## src/rtl/ir_frame_tx_if.sv

```systemverilog
// ir_frame_tx_if: request/payload handshake and LED drive lines of the IR frame transmitter.
interface ir_frame_tx_if #(parameter int F1_BITS = 35, parameter int F2_BITS = 32);
  localparam int F2W = F2_BITS > 0 ? F2_BITS : 1;
  logic start, abort;
  logic [F1_BITS-1:0] data1;
  logic [F2W-1:0] data2;
  logic [3:0] reps;
  logic ready, busy, done, ir_env, ir_out, led_out;
  modport master(output start, abort, data1, data2, reps, input ready, busy, done, ir_env, ir_out, led_out);
  modport slave(input start, abort, data1, data2, reps, output ready, busy, done, ir_env, ir_out, led_out);
endinterface

```

## src/rtl/ir_frame_tx.sv

```systemverilog
// ir_frame_tx: two-segment IR remote frame serialiser with repeat count and optional carrier.
module ir_frame_tx #(
  parameter int UNIT_CYC = 22400,
  parameter int CARR_DIV = 1052,
  parameter int MOD_EN = 1,
  parameter int F1_BITS = 35,
  parameter int F2_BITS = 32,
  parameter int LEAD_MARK = 16,
  parameter int LEAD_SPACE = 8,
  parameter int ZERO_SPACE = 1,
  parameter int ONE_SPACE = 3,
  parameter int GAP_SPACE = 36,
  parameter int REP_SPACE = 72
) (
  input logic clk,
  input logic rst,
  ir_frame_tx_if.slave bus
);
  function automatic int mx(input int a, input int b);
    return a > b ? a : b;
  endfunction
  localparam int F2W = F2_BITS > 0 ? F2_BITS : 1;
  localparam int SW = mx(F1_BITS, F2W);
  localparam int UW = $clog2(UNIT_CYC);
  localparam int PW = $clog2(CARR_DIV);
  localparam int DMAX = mx(mx(mx(LEAD_MARK, LEAD_SPACE), mx(ZERO_SPACE, ONE_SPACE)), mx(GAP_SPACE, REP_SPACE));
  localparam int DW = mx($clog2(DMAX), 7);
  typedef enum logic [3:0] {IDLE, LEAD_M, LEAD_S, B1_M, B1_S, GAP_M, GAP_S, B2_M, B2_S, STOP_M, REP_S} state_t;
  state_t state, ns, nst;
  logic busy, done, env, out;
  logic [UW-1:0] ucnt;
  logic [DW-1:0] dcnt;
  logic [6:0] bidx, nb;
  logic [3:0] rcnt;
  logic [PW-1:0] ph, np;
  logic [F1_BITS-1:0] d1;
  logic [F2W-1:0] d2;
  logic [SW-1:0] sh;
  logic acc, last_u, adv, fin, nenv;
  int nd;
  always_comb begin
    ns = state;
    nd = 1;
    nb = bidx;
    case (state)
      LEAD_M: begin ns = LEAD_S; nd = LEAD_SPACE; end
      LEAD_S: begin ns = B1_M; nb = '0; end
      B1_M, B2_M: begin ns = state == B1_M ? B1_S : B2_S; nd = sh[0] ? ONE_SPACE : ZERO_SPACE; end
      B1_S: begin ns = bidx == 7'(F1_BITS-1) ? (F2_BITS == 0 ? STOP_M : GAP_M) : B1_M; nb = bidx + 1'b1; end
      GAP_M: begin ns = GAP_S; nd = GAP_SPACE; end
      GAP_S: begin ns = B2_M; nb = '0; end
      B2_S: begin ns = bidx == 7'(F2W-1) ? STOP_M : B2_M; nb = bidx + 1'b1; end
      STOP_M: begin ns = rcnt == 4'd0 ? IDLE : REP_S; nd = REP_SPACE; end
      REP_S: begin ns = LEAD_M; nd = LEAD_MARK; end
      default: ns = IDLE;
    endcase
    acc = bus.start && !busy;
    last_u = ucnt == UW'(UNIT_CYC-1);
    adv = busy && last_u && dcnt == '0;
    fin = adv && ns == IDLE;
    nst = acc ? LEAD_M : adv ? ns : state;
    nenv = nst inside {LEAD_M, B1_M, GAP_M, B2_M, STOP_M};
    // carrier phase restarts on every state entry so each mark opens with a full high half-period
    np = (acc || adv || ph == PW'(CARR_DIV-1)) ? '0 : ph + 1'b1;
  end
  always_ff @(posedge clk) begin
    if (rst || bus.abort) begin
      state <= IDLE;
      busy <= 1'b0;
      done <= 1'b0;
      env <= 1'b0;
      out <= 1'b0;
      ucnt <= '0;
      dcnt <= '0;
      bidx <= '0;
      rcnt <= '0;
      ph <= '0;
      d1 <= '0;
      d2 <= '0;
      sh <= '0;
    end else begin
      state <= nst;
      env <= nenv;
      out <= nenv && (MOD_EN == 0 || np < PW'(CARR_DIV/2));
      ph <= np;
      done <= fin;
      busy <= acc || (busy && !fin);
      if (acc) begin
        d1 <= bus.data1;
        d2 <= bus.data2;
        rcnt <= bus.reps;
        bidx <= '0;
        ucnt <= '0;
        dcnt <= DW'(LEAD_MARK-1);
      end else if (adv) begin
        ucnt <= '0;
        dcnt <= DW'(nd-1);
        bidx <= nb;
        if (ns == REP_S) rcnt <= rcnt - 1'b1;
        if (state == LEAD_S) sh <= SW'(d1);
        else if (state == GAP_S) sh <= SW'(d2);
        else if (state == B1_S || state == B2_S) sh <= sh >> 1;
      end else if (busy) begin
        ucnt <= last_u ? '0 : ucnt + 1'b1;
        dcnt <= last_u ? dcnt - 1'b1 : dcnt;
      end
    end
  end
  assign bus.busy = busy;
  assign bus.ready = ~busy;
  assign bus.led_out = busy;
  assign bus.done = done;
  assign bus.ir_env = env;
  assign bus.ir_out = out;
endmodule

```

## src/flat_wrapper.sv

```systemverilog
// flat-port wrapper written by rule: the top's interface ports become plain ports
module ir_frame_tx_flat 
#(
  parameter int UNIT_CYC = 22400,
  parameter int CARR_DIV = 1052,
  parameter int MOD_EN = 1,
  parameter int F1_BITS = 35,
  parameter int F2_BITS = 32,
  parameter int LEAD_MARK = 16,
  parameter int LEAD_SPACE = 8,
  parameter int ZERO_SPACE = 1,
  parameter int ONE_SPACE = 3,
  parameter int GAP_SPACE = 36,
  parameter int REP_SPACE = 72
)
  (clk, rst, bus_start, bus_abort, bus_data1, bus_data2, bus_reps, bus_ready, bus_busy, bus_done, bus_ir_env, bus_ir_out, bus_led_out);
  ir_frame_tx_if #(.F1_BITS(F1_BITS), .F2_BITS(F2_BITS)) bus_i ();
  input logic clk;
  input logic rst;
  input wire logic [$bits(bus_i.start)-1:0] bus_start;
  input wire logic [$bits(bus_i.abort)-1:0] bus_abort;
  input wire logic [$bits(bus_i.data1)-1:0] bus_data1;
  input wire logic [$bits(bus_i.data2)-1:0] bus_data2;
  input wire logic [$bits(bus_i.reps)-1:0] bus_reps;
  output wire logic [$bits(bus_i.ready)-1:0] bus_ready;
  output wire logic [$bits(bus_i.busy)-1:0] bus_busy;
  output wire logic [$bits(bus_i.done)-1:0] bus_done;
  output wire logic [$bits(bus_i.ir_env)-1:0] bus_ir_env;
  output wire logic [$bits(bus_i.ir_out)-1:0] bus_ir_out;
  output wire logic [$bits(bus_i.led_out)-1:0] bus_led_out;
  assign bus_i.start = bus_start;
  assign bus_i.abort = bus_abort;
  assign bus_i.data1 = bus_data1;
  assign bus_i.data2 = bus_data2;
  assign bus_i.reps = bus_reps;
  assign bus_ready = bus_i.ready;
  assign bus_busy = bus_i.busy;
  assign bus_done = bus_i.done;
  assign bus_ir_env = bus_i.ir_env;
  assign bus_ir_out = bus_i.ir_out;
  assign bus_led_out = bus_i.led_out;
  ir_frame_tx #(.UNIT_CYC(UNIT_CYC), .CARR_DIV(CARR_DIV), .MOD_EN(MOD_EN), .F1_BITS(F1_BITS), .F2_BITS(F2_BITS), .LEAD_MARK(LEAD_MARK), .LEAD_SPACE(LEAD_SPACE), .ZERO_SPACE(ZERO_SPACE), .ONE_SPACE(ONE_SPACE), .GAP_SPACE(GAP_SPACE), .REP_SPACE(REP_SPACE)) u_core (.clk(clk), .rst(rst), .bus(bus_i));
endmodule
```

## config.mk

```make
export PLATFORM = sky130hd
export DESIGN_NAME = ir_frame_tx_flat
export DESIGN_NICKNAME = d
export VERILOG_FILES = /design/src/rtl/ir_frame_tx_if.sv /design/src/rtl/ir_frame_tx.sv /design/src/flat_wrapper.sv
export SDC_FILE = /design/constraint.sdc
export NUM_CORES = 1
export LEC_CHECK = 0
export ABC_AREA = 0
export ABC_CLOCK_PERIOD_IN_PS = 6500
export CORE_MARGIN = 2
export CORE_UTILIZATION = 40
export CTS_BUF_LIST = sky130_fd_sc_hd__clkbuf_8
export DETAILED_ROUTE_END_ITERATION = 12
export GPL_TIMING_DRIVEN = 1
export PLACE_DENSITY = 0.61
export SYNTH_ARGS = -nofsm -noshare
export SYNTH_HDL_FRONTEND = slang
export SYNTH_SLANG_ARGS = --single-unit
```

## constraint.sdc

```tcl
create_clock -name clk -period 6.5 [get_ports clk]
set_input_delay 0.975 -clock clk [delete_from_list [all_inputs] [get_ports clk]]
set_output_delay 0.975 -clock clk [all_outputs]
set_load 0.02 [all_outputs]
```

==> out/results.tsv, run 1 <==
metric	value	unit
number of CTS-inserted buffers	17	
Worst Hold Class	reg -> reg	
synthesized flop and latch total	154	
Clock Sinks	154	
Netlist cell types	61	
Synth Net Count	976	
total track usage	17.34	%
Root Buffer	clkbuf_8	
Bufs and invs on worst path	1	
final WL	15.57	mm
Remaining Overflow, GRT	0	
adder-cell share of the synthesized area	1.243	%
CORE AREA	17240	µm²
largest area contributor in the netlist	dfxtp_1	
Slowest-stage cell, CP	or3_2	
Post-DP Area	7925	µm²
GR Util met3	4.148	%
sequence of cells on the critical path	buf_4 -> nor3_1 -> or3b_2 -> or3_2 -> a41oi_2 -> nor3b_2	
post-CTS resize count	0	
DP HPWL	9.863	mm
Worst-path clk slew	0.08	ns
power density cells	216.9	nW/µm²
routed length per instance	13.26	µm
FFs w/ async S/R, synth	0	%
via count	5928	
count leader, synth	nand2_1	
first-pass GRT wire length	26.25	mm
worst slew pin tran	0.8568	ns
syn_area_per_cell	7.882	µm²
Vias/cell	5.049	
Pre-Repair DR Iteration Count	4	
multiplexer share of the synthesized area	4.972	%
status	finished clean	
startpoint types	flop	
maxcap violations	0	
antenna violations before repair	0	
die extent in x	136.7	µm
CTS tree	yes	
total power	1.801	mW
GRT busiest layer	met2	
Ys Warns	0	
Largest delay share family, worst path	simple AND/OR/NAND/NOR gates	
Antenna Violating Nets Remaining	0	
# Post-CTS Setup Buffers	0	
row count	48	
placed cells	1142	
critical path's largest stage delay	0.85	ns
CP max FO	40	
VDD IR max	0.1720	mV
data arrival time of the worst path	3.60	ns
Mapped Area	7047	µm²
Worst slew margin	42.88	%
WS Path Type	reg -> reg	
Cell Count, Final, Fillers Out	1174	
register area share after synthesis	43.75	%
period utilization	49.65	%
RSZ-0062 raised after global routing	no	
clk_lat worst skew	0.44	ns
Synth area leaders	dfxtp_1 44%, nand2_1 13%, a21oi_1 9.2%	
main combinational cell family by area after synthesis	simple AND/OR/NAND/NOR gates	
Hold Violations, Final	0	
drt initial violations	261	
effective utilization at floorplan	40.88	%
Leak Pwr	2.645	nW
layout cells sized above 1	6.744	%
min Tclk post-route	3.227	ns
area of the die	18700	µm²
setup TNS	0	ns
fmax	0.3098	GHz
ANT cells	0	
Routability Congestion	0.7888	
Fill cells	1724	
DRC Markers	0	
vias in the first global route	5573	
main flop type after synthesis	dfxtp_1	
Post-synth top cells	240 x nand2_1, 154 x dfxtp_1, 129 x a21oi_1	
Die Y	136.7	µm
complex-gate fraction of the synthesized area	17.01	%
top cell type's share of synthesized area	43.75	%
endpoints failing setup	0	
final net count	1018	
Area Overhead vs Synth	17.84	%
IO Port Bufs	80	
# H-tree levels	4	
CP endpoint kind	flop	
cts hold-fix bufs	0	
Post-synth EDFFs	0	
post-route cell area	8304	µm²
IO Count	81	
Final Util	48.18	%
post-synthesis simple-gate area fraction	24.50	%
Layout Skew	0.01292	ns
largest net degree at the start of global routing	79	
Worst EP required	6.87	ns
routing usage on met2	28.56	%
CTS Buffer Depth	2	
GR Layer Usage met1	22.62	%
xor/xnor cell area share of the yosys netlist	3.977	%
synthesized instance count	894	
Slew Viols, Final	0	
## stage by stage
| step | hold WS (ns) | setup WS [ns] |
|---|---|---|
| finish | 0.4534 | 3.273 |
| global route | 0.4717 | 3.077 |
| CTS | 0.4547 | 3.237 |
| detailed placement | 0.4431 | 3.223 |
| global placement | 0.4379 | 3.284 |
| floorplan | 0.4321 | 4.023 |
## sequential cells by signal, indices dropped and copies added (netlist names)
register and flops:
u_core.rcnt 4, u_core.dcnt 7, u_core.ucnt 15, u_core.bus.busy 1, u_core.ph 11, u_core.d1 35
u_core.bidx 7, u_core.bus.done 1, u_core.bus.ir_env 1, u_core.bus.ir_out 1, u_core.d2 32, u_core.state 4
u_core.sh 35
## placed cells by master, fill, tap and decap left out, types with 8 or more instances in the layout
master	n
nand2_1	239
dfxtp_1	153
a21oi_1	129
clkdlybuf4s50_1	80
nor2_1	55
o211ai_1	35
mux2i_1	35
xor2_1	23
clkbuf_8	19
nand3_1	18
nand4_1	15
o21ai_0	14
nor3_1	11
inv_1	10
xnor2_1	9
buf_4	8
## worst min-delay path, stage by stage (launching register included)
cell and delay (ns):
dfxtp_1 0.31, nand2_1 0.05, a21oi_1 0.05
## final timing paths
check	slack, ns	endpoint	from	cells past startpoint
worst max register to register	3.27	u_core.bus.ir_out	u_core.state[2]	6
worst min-delay path	0.45	u_core.sh[31]	u_core.sh[31]	2
worst max-delay path	3.27	u_core.bus.ir_out	u_core.state[2]	6
worst min register to register	0.45	u_core.sh[31]	u_core.sh[31]	2
## report_power, final
group	total [mW]	switching, mW	internal (mW)
combinational	0.140	0.0729	0.0672
clock	0.689	0.364	0.325
sequential	0.972	0.0120	0.960
## kinds of logic after synthesis
| logic type | count (synthesis) |
|---|---|
| muxes | 35 |
| AOI/OAI and AO/OA | 204 |
| xor gates and xnor gates | 32 |
| buffers and inverters | 74 |
| DFF | 154 |
| adders and majority gates | 7 |
| and+or+nand+nor | 388 |
## cell type report
type | count | area [µm²] | share of cell area [%]
Clock inverter | 13 | 117.6 | 1.416
Inverter | 9 | 33.78 | 0.4068
Timing Repair Buffer | 88 | 860.8 | 10.37
Multi-Input combinational cell | 666 | 3665 | 44.13
Clock buffer | 19 | 261.5 | 3.149
Tap cell | 225 | 281.5 | 3.390
Sequential cell | 154 | 3084 | 37.14
## metal layers
metal	part of all wire, %	vias to the layer above
li1	-	3140
met1	50	2691
met2	46	88
met3	3.1	9
met4	0.80	0
met5	0	-
(Power assumes the default switching activity.)
==> run 2: changes to the inputs <==
--- a/config.mk
+++ b/config.mk
@@ -6,7 +6,7 @@
 export NUM_CORES = 1
 export LEC_CHECK = 0
 export ABC_AREA = 0
-export ABC_CLOCK_PERIOD_IN_PS = 6500
+export ABC_CLOCK_PERIOD_IN_PS = 3350
 export CORE_MARGIN = 2
 export CORE_UTILIZATION = 40
 export CTS_BUF_LIST = sky130_fd_sc_hd__clkbuf_8
==> constraint.sdc (replaced) <==
create_clock -name clk -period 3.35 [get_ports clk]
set_input_delay 0.5025 -clock clk [delete_from_list [all_inputs] [get_ports clk]]
set_output_delay 0.5025 -clock clk [all_outputs]
set_load 0.02 [all_outputs]
==> run 2 against run 1 <==
  * Cell count is 0.43% higher
  * Hold slack better by 0.00056 ns
  * Global-route usage is 0.26 points higher
  * Clock-buffer cell count stayed put
  * Sequential cell count stayed put
  * Critical endpoint is now u_core.sh[33]
==> out/results.tsv, run 2 (synthesis gave the netlist of run 1 again) <==
metric	value	unit
final net count	1023	
Worst Hold Path EP	u_core.sh[11]	
R2R depth	6	
via count	5989	
R2R Setup Slk	0.74	ns
maxcap violations	0	
Routability Congestion	0.7973	
Layout Skew	0.01441	ns
VDD IR max	0.2946	mV
die extent in x	136.7	µm
antenna violations before repair	0	
worst slew pin tran	1.132	ns
Worst EP required	3.67	ns
Area Overhead vs Synth	18.77	%
pre-CTS setup slack	0.7558	ns
CTS tree	yes	
CP max FO	39	
setup TNS	0	ns
routed length per instance	13.32	µm
Leak Pwr	2.667	nW
period utilization	77.78	%
Worst Hold Class	reg -> reg	
CP endpoint kind	flop	
hold_ws	0.4539	ns
post-route cell area	8369	µm²
drt initial violations	336	
RSZ-0062 raised after global routing	no	
ANT cells	0	
reg2reg start	u_core.ucnt[7]	
final WL	15.70	mm
Largest regs	u_core.d1 x35, u_core.sh x35, u_core.d2 x32	
effective utilization at floorplan	40.88	%
cts hold-fix bufs	0	
fmax	0.3838	GHz
# Post-CTS Setup Buffers	0	
post-CTS resize count	0	
total track usage	17.60	%
Hold Violations, Final	0	
total power	3.560	mW
IO Count	81	
endpoints failing setup	0	
area of the die	18700	µm²
largest net degree at the start of global routing	74	
Remaining Overflow, GRT	0	
Pre-Repair DR Iteration Count	4	
clk_lat worst skew	0.45	ns
Worst-path clk slew	0.09	ns
DRC Markers	0	
first-pass GRT wire length	26.36	mm
commonest non-fill, non-tap cell in the layout	nand2_1	
# H-tree levels	4	
power density cells	425.4	nW/µm²
startpoint types	flop	
startpoint of the worst hold path	u_core.sh[11]	
Antenna Violating Nets Remaining	0	
hold depth	2	
vias in the first global route	5498	
layout cells sized above 1	7.233	%
Clock Sinks	154	
DP HPWL	10.30	mm
IO Port Bufs	80	
WS Path Type	reg -> reg	
Root Buffer	clkbuf_8	
Cell Count, Final, Fillers Out	1179	
data arrival time of the worst path	2.93	ns
number of CTS-inserted buffers	17	
Worst slew margin	24.53	%
placed cells	1147	
status	finished clean	
Vias/cell	5.080	
most frequent cells in the layout	239 x nand2_1, 153 x dfxtp_1, 129 x a21oi_1	
min Tclk post-route	2.606	ns
Slew Viols, Final	0	
FF-to-FF End	u_core.sh[33]	
worst setup margin	0.7444	ns
Die Y	136.7	µm
Final Util	48.56	%
CTS Buffer Depth	2	
CORE AREA	17240	µm²
Post-DP Area	7974	µm²
row count	48	
## run 2: cell count changes in the layout (fill, tap and decap cells not counted), moves of 2 or more
cell        change
buf_4           +4
clkinv_2        -2
clkinvlp_4      +3
inv_8           +3
clkinv_4        -3
## run 2: final cells by class
cell class / instances / area [µm²]
fill: 1743 / 8867
multi-input combinational: 666 / 3664
sequential: 154 / 3084
timing repair buffer: 93 / 910.9
tap: 225 / 281.5
clock buffer: 19 / 261.5
clock inverter: 13 / 133.9
inverter: 9 / 33.78
## run 2: per-layer routing
metal	global-route usage, %	up-vias	part of all wire, %
met5	0	-	0
met4	5.093	0	0.94
met3	4.296	8	3.3
met2	28.25	77	46
met1	23.50	2754	50
li1	-	3150	-
## run 2: worst max-delay path by stage
| stage | startpoint | to | slack [ns] | cells past startpoint |
|---|---|---|---|---|
| 3_5_place_dp | u_core.ucnt[7] | u_core.sh[33] | 0.76 | 6 |
| 4_1_cts | u_core.ucnt[7] | u_core.sh[33] | 0.74 | 6 |
| 3_3_place_gp | u_core.ucnt[7] | u_core.sh[32] | 0.76 | 6 |
| 2_1_floorplan | u_core.ucnt[7] | u_core.sh[21] | 0.87 | 9 |
| 6_report | u_core.ucnt[7] | u_core.sh[33] | 0.74 | 6 |
| 5_1_grt | u_core.ucnt[7] | u_core.sh[22] | 0.64 | 6 |
## run 2: critical path, cell delays in order (launching register included)
cell and delay, ns:
dfxtp_1 0.36, or4b_4 0.57, or4_4 0.63, or3_1 0.37, buf_4 0.28, a21oi_1 0.23, nor2_2 0.04
## run 2: where the power goes
group / switching (mW) / internal, mW / total, mW
clock: 0.748 / 0.648 / 1.40
combinational: 0.146 / 0.135 / 0.281
sequential: 0.0213 / 1.86 / 1.88
